===== src/rtl/addsub_op_sequencer_if.sv =====
// rtl/addsub_op_sequencer_if.sv - request/result handshake bundle for addsub_op_sequencer
interface addsub_op_sequencer_if;
    logic       in_valid;
    logic       in_ready;
    logic [3:0] in_x;
    logic [3:0] in_y;
    logic       in_sub;
    logic       out_valid;
    logic       out_ready;
    logic [3:0] out_z;
    logic       out_cout;
    logic       out_ovf;
    logic       out_zero;

    modport master (
        output in_valid, in_x, in_y, in_sub, out_ready,
        input  in_ready, out_valid, out_z, out_cout, out_ovf, out_zero
    );

    modport slave (
        input  in_valid, in_x, in_y, in_sub, out_ready,
        output in_ready, out_valid, out_z, out_cout, out_ovf, out_zero
    );
endinterface


===== src/rtl/addsub_op_sequencer.sv =====
// rtl/addsub_op_sequencer.sv - handshake front end holding operands to adder_subtractor and registering its result
module addsub_op_sequencer #(
    parameter int SETTLE_CYCLES = 1,
    parameter int COUNT_W       = 8
) (
    input  logic                 clk,
    input  logic                 rst,
    addsub_op_sequencer_if.slave bus,
    output logic [3:0]           x,
    output logic [3:0]           y,
    output logic                 control,
    input  logic [3:0]           z,
    input  logic                 cout,
    output logic [COUNT_W-1:0]   op_count
);
    typedef enum logic [1:0] {IDLE, SETTLE, RESULT} state_t;

    localparam logic [3:0] SETTLE_LOAD = 4'(SETTLE_CYCLES - 1);

    state_t             state_q, state_d;
    logic [3:0]         cnt_q, cnt_d;
    logic [3:0]         x_q, x_d, y_q, y_d;
    logic               control_q, control_d;
    logic [3:0]         out_z_q, out_z_d;
    logic               out_cout_q, out_cout_d;
    logic               out_ovf_q, out_ovf_d;
    logic               out_zero_q, out_zero_d;
    logic               out_valid_q, out_valid_d;
    logic [COUNT_W-1:0] op_count_q, op_count_d;
    logic               same_sign;
    logic               ovf;

    // in_ready is gated by rst so a request presented during reset is never accepted.
    assign bus.in_ready = (state_q == IDLE) && !rst;

    assign same_sign = (x_q[3] == y_q[3]);
    assign ovf       = (control_q ? !same_sign : same_sign) && (z[3] != x_q[3]);

    always_comb begin
        state_d     = state_q;
        cnt_d       = cnt_q;
        x_d         = x_q;
        y_d         = y_q;
        control_d   = control_q;
        out_z_d     = out_z_q;
        out_cout_d  = out_cout_q;
        out_ovf_d   = out_ovf_q;
        out_zero_d  = out_zero_q;
        out_valid_d = out_valid_q;
        op_count_d  = op_count_q;
        case (state_q)
            IDLE: begin
                if (bus.in_valid && bus.in_ready) begin
                    x_d       = bus.in_x;
                    y_d       = bus.in_y;
                    control_d = bus.in_sub;
                    cnt_d     = SETTLE_LOAD;
                    state_d   = SETTLE;
                end
            end
            SETTLE: begin
                if (cnt_q != 4'd0) begin
                    cnt_d = cnt_q - 4'd1;
                end else begin
                    out_z_d     = z;
                    out_cout_d  = cout;
                    out_ovf_d   = ovf;
                    out_zero_d  = (z == 4'd0);
                    out_valid_d = 1'b1;
                    state_d     = RESULT;
                end
            end
            RESULT: begin
                if (out_valid_q && bus.out_ready) begin
                    out_valid_d = 1'b0;
                    op_count_d  = op_count_q + COUNT_W'(1);
                    state_d     = IDLE;
                end
            end
            default: state_d = IDLE;
        endcase
    end

    always_ff @(posedge clk) begin
        if (rst) begin
            state_q     <= IDLE;
            cnt_q       <= 4'd0;
            x_q         <= 4'd0;
            y_q         <= 4'd0;
            control_q   <= 1'b0;
            out_z_q     <= 4'd0;
            out_cout_q  <= 1'b0;
            out_ovf_q   <= 1'b0;
            out_zero_q  <= 1'b0;
            out_valid_q <= 1'b0;
            op_count_q  <= '0;
        end else begin
            state_q     <= state_d;
            cnt_q       <= cnt_d;
            x_q         <= x_d;
            y_q         <= y_d;
            control_q   <= control_d;
            out_z_q     <= out_z_d;
            out_cout_q  <= out_cout_d;
            out_ovf_q   <= out_ovf_d;
            out_zero_q  <= out_zero_d;
            out_valid_q <= out_valid_d;
            op_count_q  <= op_count_d;
        end
    end

    assign x             = x_q;
    assign y             = y_q;
    assign control       = control_q;
    assign bus.out_z     = out_z_q;
    assign bus.out_cout  = out_cout_q;
    assign bus.out_ovf   = out_ovf_q;
    assign bus.out_zero  = out_zero_q;
    assign bus.out_valid = out_valid_q;
    assign op_count      = op_count_q;
endmodule


===== src/flat_wrapper.sv =====
// flat-port wrapper written by rule: the top's interface ports become plain ports
module addsub_op_sequencer_flat 
#(
    parameter int SETTLE_CYCLES = 1,
    parameter int COUNT_W       = 8
)
  (clk, rst, x, y, control, z, cout, op_count, bus_in_valid, bus_in_x, bus_in_y, bus_in_sub, bus_out_ready, bus_in_ready, bus_out_valid, bus_out_z, bus_out_cout, bus_out_ovf, bus_out_zero);
  addsub_op_sequencer_if bus_i ();
  input  logic clk;
  input  logic rst;
  output logic [3:0] x;
  output logic [3:0] y;
  output logic control;
  input  logic [3:0] z;
  input  logic cout;
  output logic [COUNT_W-1:0] op_count;
  input wire logic [$bits(bus_i.in_valid)-1:0] bus_in_valid;
  input wire logic [$bits(bus_i.in_x)-1:0] bus_in_x;
  input wire logic [$bits(bus_i.in_y)-1:0] bus_in_y;
  input wire logic [$bits(bus_i.in_sub)-1:0] bus_in_sub;
  input wire logic [$bits(bus_i.out_ready)-1:0] bus_out_ready;
  output wire logic [$bits(bus_i.in_ready)-1:0] bus_in_ready;
  output wire logic [$bits(bus_i.out_valid)-1:0] bus_out_valid;
  output wire logic [$bits(bus_i.out_z)-1:0] bus_out_z;
  output wire logic [$bits(bus_i.out_cout)-1:0] bus_out_cout;
  output wire logic [$bits(bus_i.out_ovf)-1:0] bus_out_ovf;
  output wire logic [$bits(bus_i.out_zero)-1:0] bus_out_zero;
  assign bus_i.in_valid = bus_in_valid;
  assign bus_i.in_x = bus_in_x;
  assign bus_i.in_y = bus_in_y;
  assign bus_i.in_sub = bus_in_sub;
  assign bus_i.out_ready = bus_out_ready;
  assign bus_in_ready = bus_i.in_ready;
  assign bus_out_valid = bus_i.out_valid;
  assign bus_out_z = bus_i.out_z;
  assign bus_out_cout = bus_i.out_cout;
  assign bus_out_ovf = bus_i.out_ovf;
  assign bus_out_zero = bus_i.out_zero;
  addsub_op_sequencer #(.SETTLE_CYCLES(SETTLE_CYCLES), .COUNT_W(COUNT_W)) u_core (.clk(clk), .rst(rst), .bus(bus_i), .x(x), .y(y), .control(control), .z(z), .cout(cout), .op_count(op_count));
endmodule

===== config.mk =====
export PLATFORM = sky130hd
export DESIGN_NAME = addsub_op_sequencer_flat
export DESIGN_NICKNAME = d
export VERILOG_FILES = /design/src/rtl/addsub_op_sequencer_if.sv /design/src/rtl/addsub_op_sequencer.sv /design/src/flat_wrapper.sv
export SDC_FILE = /design/constraint.sdc
export NUM_CORES = 1
export LEC_CHECK = 0
export CAP_MARGIN = 20
export CORE_MARGIN = 3
export CORE_UTILIZATION = 40
export DETAILED_ROUTE_END_ITERATION = 10
export DONT_BUFFER_PORTS = 1
export GPL_TIMING_DRIVEN = 0
export PLACE_DENSITY = 0.61
export SKIP_CTS_REPAIR_TIMING = 1
export SYNTH_ARGS = -nofsm -noshare
export SYNTH_HDL_FRONTEND = slang
export SYNTH_SLANG_ARGS = --single-unit

===== constraint.sdc =====
create_clock -name clk -period 1.59 [get_ports clk]
set_input_delay 0.159 -clock clk [delete_from_list [all_inputs] [get_ports clk]]
set_output_delay 0.159 -clock clk [all_outputs]
set_load 0.01 [all_outputs]

==> impl_results.html, run 1 <==
<table>
<tr><th>Metric</th><th>Value</th></tr>
<tr><th colspan="2">Placed design</th></tr>
<tr><td>IO buf count</td><td>0</td></tr>
<tr><td>Post-placement cell count</td><td>227</td></tr>
<tr><td>Final HPWL DP</td><td>2544 µm</td></tr>
<tr><td>Final weighted congestion in routability-driven placement</td><td>0.8185</td></tr>
<tr><td>Worst setup slack after placement</td><td>-0.1403 ns</td></tr>
<tr><td>Placed inst area</td><td>1617 µm²</td></tr>
<tr><th colspan="2">GRT</th></tr>
<tr><td>Via count of the first global-routing pass</td><td>1215</td></tr>
<tr><td>Overflow after GRT</td><td>0</td></tr>
<tr><td>Initial antenna violation count</td><td>0</td></tr>
<tr><td>Global router's overall resource usage</td><td>15.66%</td></tr>
<tr><td>First-pass GRT wire length</td><td>5437 µm</td></tr>
<tr><td>Largest net degree at the start of global routing</td><td>11</td></tr>
<tr><th colspan="2">Synth</th></tr>
<tr><td>Area share of the largest cell type after synthesis</td><td>40.26%</td></tr>
<tr><td>Register area share after synthesis</td><td>40.26%</td></tr>
<tr><td>Unique cell type count in the Yosys netlist</td><td>45</td></tr>
<tr><td>Synthesized instance count</td><td>181</td></tr>
<tr><td>Number of synthesized register bits</td><td>31</td></tr>
<tr><td>Ys Warns</td><td>0</td></tr>
<tr><td>Dominant register cell in the synthesized netlist</td><td>sky130_fd_sc_hd__dfxtp_1</td></tr>
<tr><td>Async set-reset flop share out of synthesis</td><td>0%</td></tr>
<tr><td>Number of enable-type register cells in the synthesized netlist</td><td>0</td></tr>
<tr><td>Largest cells by area after synthesis</td><td>sky130_fd_sc_hd__dfxtp_1 (40%), sky130_fd_sc_hd__nand2_1 (8.3%), sky130_fd_sc_hd__ha_1 (4.9%)</td></tr>
<tr><td>Area of the mapped netlist</td><td>1541 µm²</td></tr>
<tr><td>Largest area contributor in the synthesized netlist</td><td>sky130_fd_sc_hd__dfxtp_1</td></tr>
<tr><td>Net count after synthesis</td><td>205</td></tr>
<tr><td>Mean Syn Cell Area</td><td>8.516 µm²</td></tr>
<tr><th colspan="2">Power</th></tr>
<tr><td>PwrDens</td><td>1418 nW/µm²</td></tr>
<tr><td>Max IR drop VDD</td><td>0.8861 mV</td></tr>
<tr><td>Final total power</td><td>2.602 mW</td></tr>
<tr><td>Leakage component of the power</td><td>0.6991 nW</td></tr>
<tr><th colspan="2">STA</th></tr>
<tr><td>Unrepaired setup endpoints after global routing</td><td>true</td></tr>
<tr><td>Headroom to the max-slew limit</td><td>68.09%</td></tr>
<tr><td>Final number of hold-violating endpoints</td><td>3</td></tr>
<tr><td>Min setup slack post-route</td><td>-0.06374 ns</td></tr>
<tr><td>Setup Total Neg Slack</td><td>-0.1104 ns</td></tr>
<tr><td>Achievable clock frequency</td><td>604.7 MHz</td></tr>
<tr><td>Part of the cycle the worst path needs</td><td>104.0%</td></tr>
<tr><td>Final slew viol count</td><td>0</td></tr>
<tr><td>Time the final worst path needs with I/O delays and setup</td><td>1.654 ns</td></tr>
<tr><td>Maximum clock skew at final layout</td><td>0.004856 ns</td></tr>
<tr><td>Endpoints failing setup</td><td>3</td></tr>
<tr><td>Tightest hold margin</td><td>-0.007357 ns</td></tr>
<tr><td>Transition time at the pin with the least slew margin</td><td>0.4787 ns</td></tr>
<tr><th colspan="2">Routing</th></tr>
<tr><td>WL/cell</td><td>14.73 µm</td></tr>
<tr><td>DRC violations left</td><td>0</td></tr>
<tr><td>Number of vias per cell</td><td>5.440</td></tr>
<tr><td>1st-iter DRT viols</td><td>45</td></tr>
<tr><td>Vias</td><td>1311</td></tr>
<tr><td>Length of the first detailed-routing pass in iterations</td><td>4</td></tr>
<tr><td>Detailed Route WL</td><td>3550 µm</td></tr>
<tr><td>Final antenna-violating net count</td><td>0</td></tr>
<tr><th colspan="2">Floorplanning</th></tr>
<tr><td>Floorplan die width</td><td>68.08 µm</td></tr>
<tr><td>Core area</td><td>3521 µm²</td></tr>
<tr><td>Vertical die dimension</td><td>68.08 µm</td></tr>
<tr><td>Number of top-level pins</td><td>44</td></tr>
<tr><td>Number of cell rows</td><td>21</td></tr>
<tr><td>Overall die area</td><td>4635 µm²</td></tr>
<tr><td>Initial Utilization</td><td>43.78%</td></tr>
<tr><th colspan="2">CTS</th></tr>
<tr><td>Buffer depth of the longest clock path</td><td>2</td></tr>
<tr><td>Number of clock sinks</td><td>31</td></tr>
<tr><td>Latest clock arrival within the worst-skew pair</td><td>0.28 ns</td></tr>
<tr><td>Reg clk slew, reported paths</td><td>0.06 ns</td></tr>
<tr><td>Clock tree root driver cell</td><td>sky130_fd_sc_hd__clkbuf_8</td></tr>
<tr><td>Number of H-tree levels</td><td>2</td></tr>
<tr><td>Clock tree from TritonCTS</td><td>done</td></tr>
<tr><td>CTS buffer count</td><td>5</td></tr>
<tr><th colspan="2">Finish</th></tr>
<tr><td>Ratio of cells with drive above 1 in the final layout</td><td>22.05%</td></tr>
<tr><td>Filler Cells Inserted</td><td>338</td></tr>
<tr><td>Final core utilization</td><td>52.10%</td></tr>
<tr><td>Fin area</td><td>1834 µm²</td></tr>
<tr><td>Final Net Count</td><td>218</td></tr>
<tr><td>Seq. cell area</td><td>628.1 µm²</td></tr>
<tr><td>Synthesis-to-layout area growth</td><td>18.99%</td></tr>
<tr><td>Area occupied by multi-input gates</td><td>874.6 µm²</td></tr>
<tr><td>Number of standard cells in the final layout excluding fillers</td><td>241</td></tr>
<tr><td>Final antenna diode count</td><td>0</td></tr>
<tr><th colspan="2">Worst setup path</th></tr>
<tr><td>Start-to-end type of the worst setup path</td><td>register to register</td></tr>
<tr><td>Reg2Reg Capture Point</td><td>u_core.state_q[0]</td></tr>
<tr><td>Worst reg2reg setup slack</td><td>-0.06 ns</td></tr>
<tr><td>Required time at the endpoint of the critical path</td><td>1.76 ns</td></tr>
<tr><td>Logic depth of the worst register-to-register path</td><td>6</td></tr>
<tr><td>Peak fanout along the critical path</td><td>7</td></tr>
<tr><td>Worst setup path startpoint</td><td>u_core.cnt_q[1]</td></tr>
<tr><td>Arrival @ worst endpoint</td><td>1.82 ns</td></tr>
<tr><td>Kind of end point of the critical path</td><td>register</td></tr>
<tr><td>Worst reg2reg startpoint</td><td>u_core.cnt_q[1]</td></tr>
<tr><td>CP Launch Type</td><td>register</td></tr>
<tr><th colspan="2">Hold path</th></tr>
<tr><td>Tightest Hold Check Type</td><td>input port to register</td></tr>
<tr><td>Hold_sp</td><td>bus_in_sub</td></tr>
<tr><td>Hold Path Cell Cnt</td><td>2</td></tr>
<tr><td>Destination of the worst hold path</td><td>u_core.control</td></tr>
<tr><th colspan="2">Outcome</th></tr>
<tr><td>Result of the run</td><td>complete, but fails checks</td></tr>
<tr><td>Violated checks</td><td>hold timing, setup timing</td></tr>
<tr><th colspan="2">Flow run</th></tr>
<tr><td>Reported max-cap violation count</td><td>0</td></tr>
</table>
Yosys cell counts (2+ instances only):
cell,n
sky130_fd_sc_hd__nor2b_1,5
sky130_fd_sc_hd__clkbuf_2,2
sky130_fd_sc_hd__buf_6,2
sky130_fd_sc_hd__a211oi_1,3
sky130_fd_sc_hd__nand2b_1,2
sky130_fd_sc_hd__mux2_2,2
sky130_fd_sc_hd__nor3b_1,2
sky130_fd_sc_hd__or4_1,2
sky130_fd_sc_hd__o2111ai_1,3
sky130_fd_sc_hd__xor2_1,2
sky130_fd_sc_hd__clkbuf_1,5
sky130_fd_sc_hd__mux2i_1,2
sky130_fd_sc_hd__a21oi_1,10
sky130_fd_sc_hd__nand3b_1,3
sky130_fd_sc_hd__dfxtp_1,31
sky130_fd_sc_hd__buf_2,2
sky130_fd_sc_hd__o211a_1,2
sky130_fd_sc_hd__a31oi_1,5
sky130_fd_sc_hd__o31ai_1,2
sky130_fd_sc_hd__inv_1,9
sky130_fd_sc_hd__o21ai_0,10
sky130_fd_sc_hd__nand2_1,34
sky130_fd_sc_hd__ha_1,6
sky130_fd_sc_hd__nand3_1,8
sky130_fd_sc_hd__nor2_1,7
report_power, final:
group | total, mW | internal [mW] | leakage (nW) | switching [mW]
clock | 0.672 | 0.395 | 0.0515 | 0.277
sequential | 1.07 | 0.905 | 0.255 | 0.166
combinational | 0.859 | 0.408 | 0.393 | 0.451
logic make-up after synthesis:
kind of cell	after synthesis	share of synthesized area [%]
AO/OA/AOI/OAI	41	18.67
AND/OR/NAND/NOR	75	25.33
flip-flops	31	40.26
buffers and inverters	21	6.412
adder cells (fa/ha/maj)	6	4.870
multiplexers	4	2.760
XOR/XNOR	3	1.705
registers in the layout (all words and copies together), names as in the netlist:
signal                count
u_core.bus.out_ovf        1
u_core.bus.out_z          4
u_core.bus.out_cout       1
u_core.y                  4
u_core.bus.out_zero       1
u_core.cnt_q              4
u_core.x                  4
u_core.state_q            2
u_core.control            1
u_core.op_count           8
u_core.bus.out_valid      1
routing by layer:
metal | track usage (%) | up-vias | wire length (µm)
met5 | 0 | - | 0
li1 | - | 658 | -
met1 | 18.57 | 607 | 1530
met3 | 3.941 | 11 | 243
met4 | 7.692 | 0 | 82
met2 | 26.11 | 35 | 1693
layout by cell type, fill, tap and decap left out, types with 2 or more instances in the layout:
cell type and count:
sky130_fd_sc_hd__dlygate4sd3_1 2, sky130_fd_sc_hd__nand2_1 34, sky130_fd_sc_hd__dfxtp_1 27, sky130_fd_sc_hd__mux2i_1 2, sky130_fd_sc_hd__clkbuf_2 4, sky130_fd_sc_hd__a21oi_1 10, sky130_fd_sc_hd__o2111ai_1 3, sky130_fd_sc_hd__inv_2 3
sky130_fd_sc_hd__nor2b_1 5, sky130_fd_sc_hd__ha_4 2, sky130_fd_sc_hd__a31oi_1 5, sky130_fd_sc_hd__a211oi_1 3, sky130_fd_sc_hd__nand3b_1 3, sky130_fd_sc_hd__ha_1 2, sky130_fd_sc_hd__nand3_1 8, sky130_fd_sc_hd__xor2_1 2
sky130_fd_sc_hd__buf_6 3, sky130_fd_sc_hd__or4_1 2, sky130_fd_sc_hd__buf_4 5, sky130_fd_sc_hd__clkbuf_8 8, sky130_fd_sc_hd__nor3b_1 2, sky130_fd_sc_hd__o31ai_1 2, sky130_fd_sc_hd__inv_1 5, sky130_fd_sc_hd__o21ai_0 10
sky130_fd_sc_hd__dfxtp_2 3, sky130_fd_sc_hd__ha_2 2, sky130_fd_sc_hd__nor2_1 6, sky130_fd_sc_hd__mux2_2 2, sky130_fd_sc_hd__clkbuf_1 3, sky130_fd_sc_hd__o211a_1 2
final cells by class:
class	instances	area share [%]
buffer	11	4.366
clock buffer	8	5.457
inverter	9	1.978
multi-input combinational	129	47.68
sequential	31	34.24
tap	46	3.138
timing repair buffer	7	3.138
worst max-delay path, cell delays in order, from the launching register on:
cell and delay [ns]:
sky130_fd_sc_hd__dfxtp_2 0.35, sky130_fd_sc_hd__inv_2 0.08, sky130_fd_sc_hd__ha_4 0.14, sky130_fd_sc_hd__or3b_4 0.38, sky130_fd_sc_hd__buf_6 0.15, sky130_fd_sc_hd__a211o_2 0.32
sky130_fd_sc_hd__o211a_1 0.12
how the worst max path moves through the flow:
stage	end	slack (ns)	cells after the start
4_1_cts	u_core.cnt_q[2]	-0.16	6
6_report	u_core.state_q[0]	-0.06	6
2_1_floorplan	u_core.state_q[0]	0.007	6
3_5_place_dp	u_core.cnt_q[2]	-0.14	6
3_3_place_gp	u_core.cnt_q[2]	-0.08	6
5_1_grt	u_core.state_q[0]	-0.09	6
(Power assumes the default switching activity.)
==> inputs of run 2 (changes only) <==
- CORE_ASPECT_RATIO: default -> 0.5
- CORE_UTILIZATION: 40 -> 55
- PLACE_DENSITY: 0.61 -> 0.78
- RECOVER_POWER: default -> 25
==> run 2 against run 1 <==
Against the previous run:
- the flow still finishes with violations (hold timing, setup timing)
- flip-flop and latch count unchanged
- core utilization grew 22 points
- sequential share of layout area increased by 0.57 points
- first-iteration DRC count up 76%
- hold slack better by 0.0049 ns
- die area is 24% lower
- fmax about the same
- combinational power shrank 4.2%
- wire length decreased by 4.1%
- non-clock buffer count grew 1
- critical path type unchanged
- largest cell class unchanged
- largest power group unchanged
==> impl_results.html, run 2 (synthesized netlist as in run 1, its figures left out) <==
<table>
<tr><th>Metric</th><th>Value</th></tr>
<tr><th colspan="2">Outcome</th></tr>
<tr><td>Result of the run</td><td>complete, but fails checks</td></tr>
<tr><td>Violated checks</td><td>hold timing, setup timing</td></tr>
<tr><th colspan="2">CTS</th></tr>
<tr><td>Clock tree from TritonCTS</td><td>done</td></tr>
<tr><td>Reg clk slew, reported paths</td><td>0.06 ns</td></tr>
<tr><td>Clock tree root driver cell</td><td>sky130_fd_sc_hd__clkbuf_8</td></tr>
<tr><td>Number of clock sinks</td><td>31</td></tr>
<tr><td>Latest clock arrival within the worst-skew pair</td><td>0.27 ns</td></tr>
<tr><td>CTS buffer count</td><td>5</td></tr>
<tr><td>Buffer depth of the longest clock path</td><td>2</td></tr>
<tr><td>Number of H-tree levels</td><td>2</td></tr>
<tr><th colspan="2">STA</th></tr>
<tr><td>Time the final worst path needs with I/O delays and setup</td><td>1.653 ns</td></tr>
<tr><td>Tightest hold margin</td><td>-0.002432 ns</td></tr>
<tr><td>Unrepaired setup endpoints after global routing</td><td>true</td></tr>
<tr><td>Final number of hold-violating endpoints</td><td>1</td></tr>
<tr><td>Maximum clock skew at final layout</td><td>0.006793 ns</td></tr>
<tr><td>Achievable clock frequency</td><td>604.8 MHz</td></tr>
<tr><td>Headroom to the max-slew limit</td><td>70.87%</td></tr>
<tr><td>Min setup slack post-route</td><td>-0.06344 ns</td></tr>
<tr><td>Endpoints failing setup</td><td>3</td></tr>
<tr><td>Transition time at the pin with the least slew margin</td><td>0.4370 ns</td></tr>
<tr><td>Final slew viol count</td><td>0</td></tr>
<tr><td>Part of the cycle the worst path needs</td><td>104.0%</td></tr>
<tr><th colspan="2">Worst setup path</th></tr>
<tr><td>Kind of end point of the critical path</td><td>register</td></tr>
<tr><td>Arrival @ worst endpoint</td><td>1.82 ns</td></tr>
<tr><td>Peak fanout along the critical path</td><td>7</td></tr>
<tr><td>Cell breakdown of the critical path</td><td>inv_2 -&gt; ha_4 -&gt; or3b_4 -&gt; buf_6 -&gt; a211o_2 -&gt; o211a_1</td></tr>
<tr><td>CP Launch Type</td><td>register</td></tr>
<tr><td>Required time at the endpoint of the critical path</td><td>1.76 ns</td></tr>
<tr><td>Start-to-end type of the worst setup path</td><td>register to register</td></tr>
<tr><td>CP max stage delay</td><td>0.38 ns</td></tr>
<tr><td>CP max stage cell</td><td>sky130_fd_sc_hd__or3b_4</td></tr>
<tr><th colspan="2">GRT</th></tr>
<tr><td>Global router's overall resource usage</td><td>19.29%</td></tr>
<tr><td>First-pass GRT wire length</td><td>5306 µm</td></tr>
<tr><td>Overflow after GRT</td><td>0</td></tr>
<tr><td>Initial antenna violation count</td><td>0</td></tr>
<tr><td>Via count of the first global-routing pass</td><td>1205</td></tr>
<tr><td>Largest net degree at the start of global routing</td><td>11</td></tr>
<tr><th colspan="2">Flow run</th></tr>
<tr><td>Reported max-cap violation count</td><td>0</td></tr>
<tr><th colspan="2">Power</th></tr>
<tr><td>Max IR drop VDD</td><td>0.7476 mV</td></tr>
<tr><td>Leakage component of the power</td><td>0.6883 nW</td></tr>
<tr><td>PwrDens</td><td>1385 nW/µm²</td></tr>
<tr><th colspan="2">Routing</th></tr>
<tr><td>Vias</td><td>1325</td></tr>
<tr><td>1st-iter DRT viols</td><td>79</td></tr>
<tr><td>DRC violations left</td><td>0</td></tr>
<tr><td>Detailed Route WL</td><td>3406 µm</td></tr>
<tr><td>WL/cell</td><td>14.81 µm</td></tr>
<tr><td>Number of vias per cell</td><td>5.761</td></tr>
<tr><td>Length of the first detailed-routing pass in iterations</td><td>4</td></tr>
<tr><td>Final antenna-violating net count</td><td>0</td></tr>
<tr><th colspan="2">Finish</th></tr>
<tr><td>Final Net Count</td><td>219</td></tr>
<tr><td>Max reg flops</td><td>8</td></tr>
<tr><td>Most frequent cells in the layout</td><td>sky130_fd_sc_hd__nand2_1 (34), sky130_fd_sc_hd__dfxtp_1 (28), sky130_fd_sc_hd__a21oi_1 (10), sky130_fd_sc_hd__o21ai_0 (10), sky130_fd_sc_hd__nand3_1 (8)</td></tr>
<tr><td>Final core utilization</td><td>74.33%</td></tr>
<tr><td>Leading cell type in the layout, fill and taps excluded</td><td>sky130_fd_sc_hd__nand2_1</td></tr>
<tr><td>Final antenna diode count</td><td>0</td></tr>
<tr><td>Ratio of cells with drive above 1 in the final layout</td><td>18.97%</td></tr>
<tr><td>Synthesis-to-layout area growth</td><td>17.29%</td></tr>
<tr><th colspan="2">Floorplanning</th></tr>
<tr><td>Floorplan die width</td><td>80.87 µm</td></tr>
<tr><td>Overall die area</td><td>3513 µm²</td></tr>
<tr><td>Vertical die dimension</td><td>43.44 µm</td></tr>
<tr><td>Number of top-level pins</td><td>44</td></tr>
<tr><td>Core area</td><td>2432 µm²</td></tr>
<tr><td>Initial Utilization</td><td>63.37%</td></tr>
<tr><td>Number of cell rows</td><td>12</td></tr>
<tr><th colspan="2">Placed design</th></tr>
<tr><td>Worst setup slack after placement</td><td>-0.1276 ns</td></tr>
<tr><td>Final weighted congestion in routability-driven placement</td><td>0.8502</td></tr>
<tr><td>Final HPWL DP</td><td>2347 µm</td></tr>
<tr><td>IO buf count</td><td>0</td></tr>
<tr><th colspan="2">Hold path</th></tr>
<tr><td>Tightest Hold Check Type</td><td>input port to register</td></tr>
</table>
[run 2: report_power, final]
part	leakage (nW)	internal, mW	total (mW)	switching, mW
Sequential	0.254	0.909	1.08	0.166
Combinational	0.387	0.387	0.823	0.436
Clock	0.0470	0.339	0.606	0.267
Total	0.688	1.63	2.50	0.869
[run 2: final timing paths]
check	to	slack, ns	depth (start not counted)	startpoint
worst max register to register	u_core.state_q[0]	-0.06	6	u_core.cnt_q[1]
worst min register to register	u_core.y[2]	0.50	2	u_core.y[2]
worst min-delay path	u_core.x[2]	-0.002	2	bus_in_x[2]
worst max-delay path	u_core.state_q[0]	-0.06	6	u_core.cnt_q[1]
[run 2: worst max-delay path, delay by kind of cell, from the launching register on]
family / cells / cell delay [ns]
buffers and inverters: 2 / 0.23
and+or+nand+nor: 1 / 0.38
AOI/OAI and AO/OA: 2 / 0.44
DFF: 1 / 0.35
adders and majority gates: 1 / 0.14
[run 2: stage by stage]
stage                     hold WS, ns  cell area [µm²]  cells  total power, mW  setup TNS, ns
after floorplan                0.2676             1559    181            1.652              0
after global placement         0.2709             1603    216            1.774        -0.5921
after detailed placement       0.2760             1603    216            1.797         -1.010
after CTS                    -0.01068             1690    223            2.406         -1.354
after global routing         0.006033             1808    230            2.677        -0.4074
final                       -0.002432             1808    230            2.504        -0.1355
[run 2: routing by layer]
metal	track usage [%]	up-vias	part of all wire [%]
li1	-	662	-
met1	25.31	601	47
met2	28.38	60	42
met3	9.751	2	11
met4	4.377	0	0.18
met5	0	-	0
[run 2: cell type report]
class / count / area, µm²
multi-input cells: 129 / 864.6
flip-flops and latches: 31 / 629.4
fillers: 185 / 624.3
clock buffers: 6 / 82.58
repair buffers: 9 / 80.08
plain buffers: 10 / 66.31
well taps: 35 / 43.79
inverters: 9 / 36.28
clock inverters: 1 / 5.005
==> inputs of run 3 (changes only) <==
- GPL_TIMING_DRIVEN: 0 -> 1
- PLACE_DENSITY: 0.78 -> 0.76
==> run 3 against run 2 <==
Against the previous run:
- the flow finishes with violations (hold timing)
- wire length is 2.3% lower
- critical path type unchanged
- design area is 1.6% higher
- largest cell class unchanged
- critical endpoint unchanged
- combinational power is 2.6% lower
- sequential power barely moved
- highest routed layer unchanged
==> impl_results.html, run 3 (synthesized netlist as in run 1, its figures left out) <==
<table>
<tr><th>Metric</th><th>Value</th></tr>
<tr><th colspan="2">Worst setup path</th></tr>
<tr><td>CP max stage delay</td><td>0.43 ns</td></tr>
<tr><td>CP top delay family</td><td>compound AO/OA/AOI/OAI gates</td></tr>
<tr><td>Reg2Reg Capture Point</td><td>u_core.state_q[0]</td></tr>
<tr><td>Peak fanout along the critical path</td><td>6</td></tr>
<tr><td>Start-to-end type of the worst setup path</td><td>register to register</td></tr>
<tr><td>Logic depth of the worst register-to-register path</td><td>5</td></tr>
<tr><td>CP max stage cell</td><td>sky130_fd_sc_hd__or3b_4</td></tr>
<tr><td>Worst reg2reg setup slack</td><td>0.05 ns</td></tr>
<tr><td>Cell breakdown of the critical path</td><td>inv_2 -&gt; ha_2 -&gt; or3b_4 -&gt; a211o_2 -&gt; o211a_1</td></tr>
<tr><td>CP Launch Type</td><td>register</td></tr>
<tr><td>End point of the critical path</td><td>u_core.state_q[0]</td></tr>
<tr><td>Logic depth of the worst setup path including buffers</td><td>5</td></tr>
<tr><td>Buffers plus inverters on the worst setup path</td><td>1</td></tr>
<tr><td>Required time at the endpoint of the critical path</td><td>1.76 ns</td></tr>
<tr><td>Worst setup path startpoint</td><td>u_core.cnt_q[1]</td></tr>
<tr><td>Worst reg2reg startpoint</td><td>u_core.cnt_q[1]</td></tr>
<tr><td>Arrival @ worst endpoint</td><td>1.71 ns</td></tr>
<tr><td>Kind of end point of the critical path</td><td>register</td></tr>
<tr><th colspan="2">Finish</th></tr>
<tr><td>Leading cell type in the layout, fill and taps excluded</td><td>sky130_fd_sc_hd__nand2_1</td></tr>
<tr><td>Area occupied by multi-input gates</td><td>845.8 µm²</td></tr>
<tr><td>Most frequent cells in the layout</td><td>sky130_fd_sc_hd__nand2_1 (34), sky130_fd_sc_hd__dfxtp_1 (29), sky130_fd_sc_hd__buf_4 (16)</td></tr>
<tr><td>Final Net Count</td><td>223</td></tr>
<tr><td>Filler Cells Inserted</td><td>190</td></tr>
<tr><td>Final core utilization</td><td>75.51%</td></tr>
<tr><td>Max reg flops</td><td>8</td></tr>
<tr><td>Synthesis-to-layout area growth</td><td>19.16%</td></tr>
<tr><td>Fin area</td><td>1837 µm²</td></tr>
<tr><td>Ratio of cells with drive above 1 in the final layout</td><td>20.50%</td></tr>
<tr><td>Final antenna diode count</td><td>0</td></tr>
<tr><td>Seq. cell area</td><td>623.1 µm²</td></tr>
<tr><th colspan="2">Routing</th></tr>
<tr><td>Final antenna-violating net count</td><td>0</td></tr>
<tr><td>Detailed Route WL</td><td>3326 µm</td></tr>
<tr><td>WL/cell</td><td>14.15 µm</td></tr>
<tr><td>1st-iter DRT viols</td><td>91</td></tr>
<tr><td>Vias</td><td>1332</td></tr>
<tr><td>Number of vias per cell</td><td>5.668</td></tr>
<tr><td>Length of the first detailed-routing pass in iterations</td><td>4</td></tr>
<tr><td>DRC violations left</td><td>0</td></tr>
<tr><th colspan="2">GRT</th></tr>
<tr><td>Largest net degree at the start of global routing</td><td>28</td></tr>
<tr><td>Initial antenna violation count</td><td>0</td></tr>
<tr><td>First-pass GRT wire length</td><td>5257 µm</td></tr>
<tr><td>Overflow after GRT</td><td>0</td></tr>
<tr><td>Global router's overall resource usage</td><td>19.82%</td></tr>
<tr><td>Via count of the first global-routing pass</td><td>1228</td></tr>
<tr><th colspan="2">CTS</th></tr>
<tr><td>Reg clk slew, reported paths</td><td>0.06 ns</td></tr>
<tr><td>Buffer depth of the longest clock path</td><td>2</td></tr>
<tr><td>Clock tree root driver cell</td><td>sky130_fd_sc_hd__clkbuf_8</td></tr>
<tr><td>Number of clock sinks</td><td>31</td></tr>
<tr><td>Number of H-tree levels</td><td>2</td></tr>
<tr><td>Latest clock arrival within the worst-skew pair</td><td>0.28 ns</td></tr>
<tr><td>CTS buffer count</td><td>5</td></tr>
<tr><td>Clock tree from TritonCTS</td><td>done</td></tr>
<tr><th colspan="2">Power</th></tr>
<tr><td>Pint</td><td>1.685 mW</td></tr>
<tr><td>Clk pwr share</td><td>26.7%</td></tr>
<tr><td>Final total power</td><td>2.530 mW</td></tr>
<tr><td>Relative contribution of sequential cells to total power</td><td>41.6%</td></tr>
<tr><td>Logic pwr share</td><td>31.7%</td></tr>
<tr><td>Switching power</td><td>0.8450 mW</td></tr>
<tr><td>Sw Ratio</td><td>33.40%</td></tr>
<tr><td>PwrDens</td><td>1377 nW/µm²</td></tr>
<tr><td>Max IR drop VDD</td><td>0.8655 mV</td></tr>
<tr><td>Leakage component of the power</td><td>0.7114 nW</td></tr>
<tr><th colspan="2">STA</th></tr>
<tr><td>Part of the cycle the worst path needs</td><td>96.59%</td></tr>
<tr><td>Endpoints failing setup</td><td>0</td></tr>
<tr><td>Min setup slack post-route</td><td>0.05421 ns</td></tr>
<tr><td>Time the final worst path needs with I/O delays and setup</td><td>1.536 ns</td></tr>
<tr><td>Setup Total Neg Slack</td><td>0 ns</td></tr>
<tr><td>Final number of hold-violating endpoints</td><td>19</td></tr>
<tr><td>Tightest hold margin</td><td>-0.05939 ns</td></tr>
<tr><td>Final slew viol count</td><td>0</td></tr>
<tr><td>Headroom to the max-slew limit</td><td>76.06%</td></tr>
<tr><td>Achievable clock frequency</td><td>651.1 MHz</td></tr>
<tr><td>Transition time at the pin with the least slew margin</td><td>0.3587 ns</td></tr>
<tr><td>Maximum clock skew at final layout</td><td>0.001738 ns</td></tr>
<tr><th colspan="2">Placed design</th></tr>
<tr><td>Placed inst area</td><td>1639 µm²</td></tr>
<tr><td>IO buf count</td><td>0</td></tr>
<tr><td>Final weighted congestion in routability-driven placement</td><td>0.7756</td></tr>
<tr><td>Final HPWL DP</td><td>2374 µm</td></tr>
<tr><td>Worst setup slack after placement</td><td>-0.05069 ns</td></tr>
<tr><th colspan="2">Floorplanning</th></tr>
<tr><td>Number of top-level pins</td><td>44</td></tr>
<tr><td>Number of cell rows</td><td>12</td></tr>
<tr><td>Overall die area</td><td>3513 µm²</td></tr>
<tr><td>Floorplan die width</td><td>80.87 µm</td></tr>
<tr><td>Vertical die dimension</td><td>43.44 µm</td></tr>
<tr><td>Initial Utilization</td><td>63.37%</td></tr>
<tr><td>Core area</td><td>2432 µm²</td></tr>
<tr><th colspan="2">Outcome</th></tr>
<tr><td>Violated checks</td><td>hold timing</td></tr>
<tr><td>Result of the run</td><td>complete, but fails checks</td></tr>
<tr><th colspan="2">Hold path</th></tr>
<tr><td>Hold Path Cell Cnt</td><td>1</td></tr>
<tr><td>Tightest Hold Check Type</td><td>input port to register</td></tr>
<tr><td>Hold_sp</td><td>rst</td></tr>
<tr><th colspan="2">Flow run</th></tr>
<tr><td>Reported max-cap violation count</td><td>0</td></tr>
</table>
## run 3: worst min path at each step
stage / to / slack (ns)
floorplan: u_core.control / 0.27
global placement: u_core.op_count[3] / 0.23
detailed placement: u_core.op_count[5] / 0.23
CTS: u_core.op_count[1] / -0.07
global route: u_core.op_count[1] / -0.08
finish: u_core.op_count[1] / -0.06
## run 3: cell type report
cell class,instances,share of cell area (%)
Multi-Input combinational cell,129,46.05
Sequential cell,31,33.92
Timing Repair Buffer,23,10.35
Clock buffer,8,5.450
Tap cell,35,2.384
Inverter,9,1.839
## run 3: metrics by stage
stage,hold slack [ns],cells
final,-0.05939,235
after global routing,-0.08365,235
after CTS,-0.07279,227
after detailed placement,0.2332,219
after global placement,0.2318,219
after floorplan,0.2676,181
## run 3: power by group through the flow
stage	Clock, mW	Sequential, mW	Combinational [mW]
floorplan	0	1.04	0.612
global placement	0	1.06	0.718
detailed placement	0	1.07	0.739
CTS	0.696	1.05	0.741
global route	0.750	1.08	0.898
finish	0.674	1.05	0.802
## run 3: per-layer routing
metal / global-route usage, % / share of wire [%]
met1: 22.18 / 44
met2: 29.53 / 44
met3: 14.11 / 12
met4: 7.407 / 0.69
met5: 0 / 0
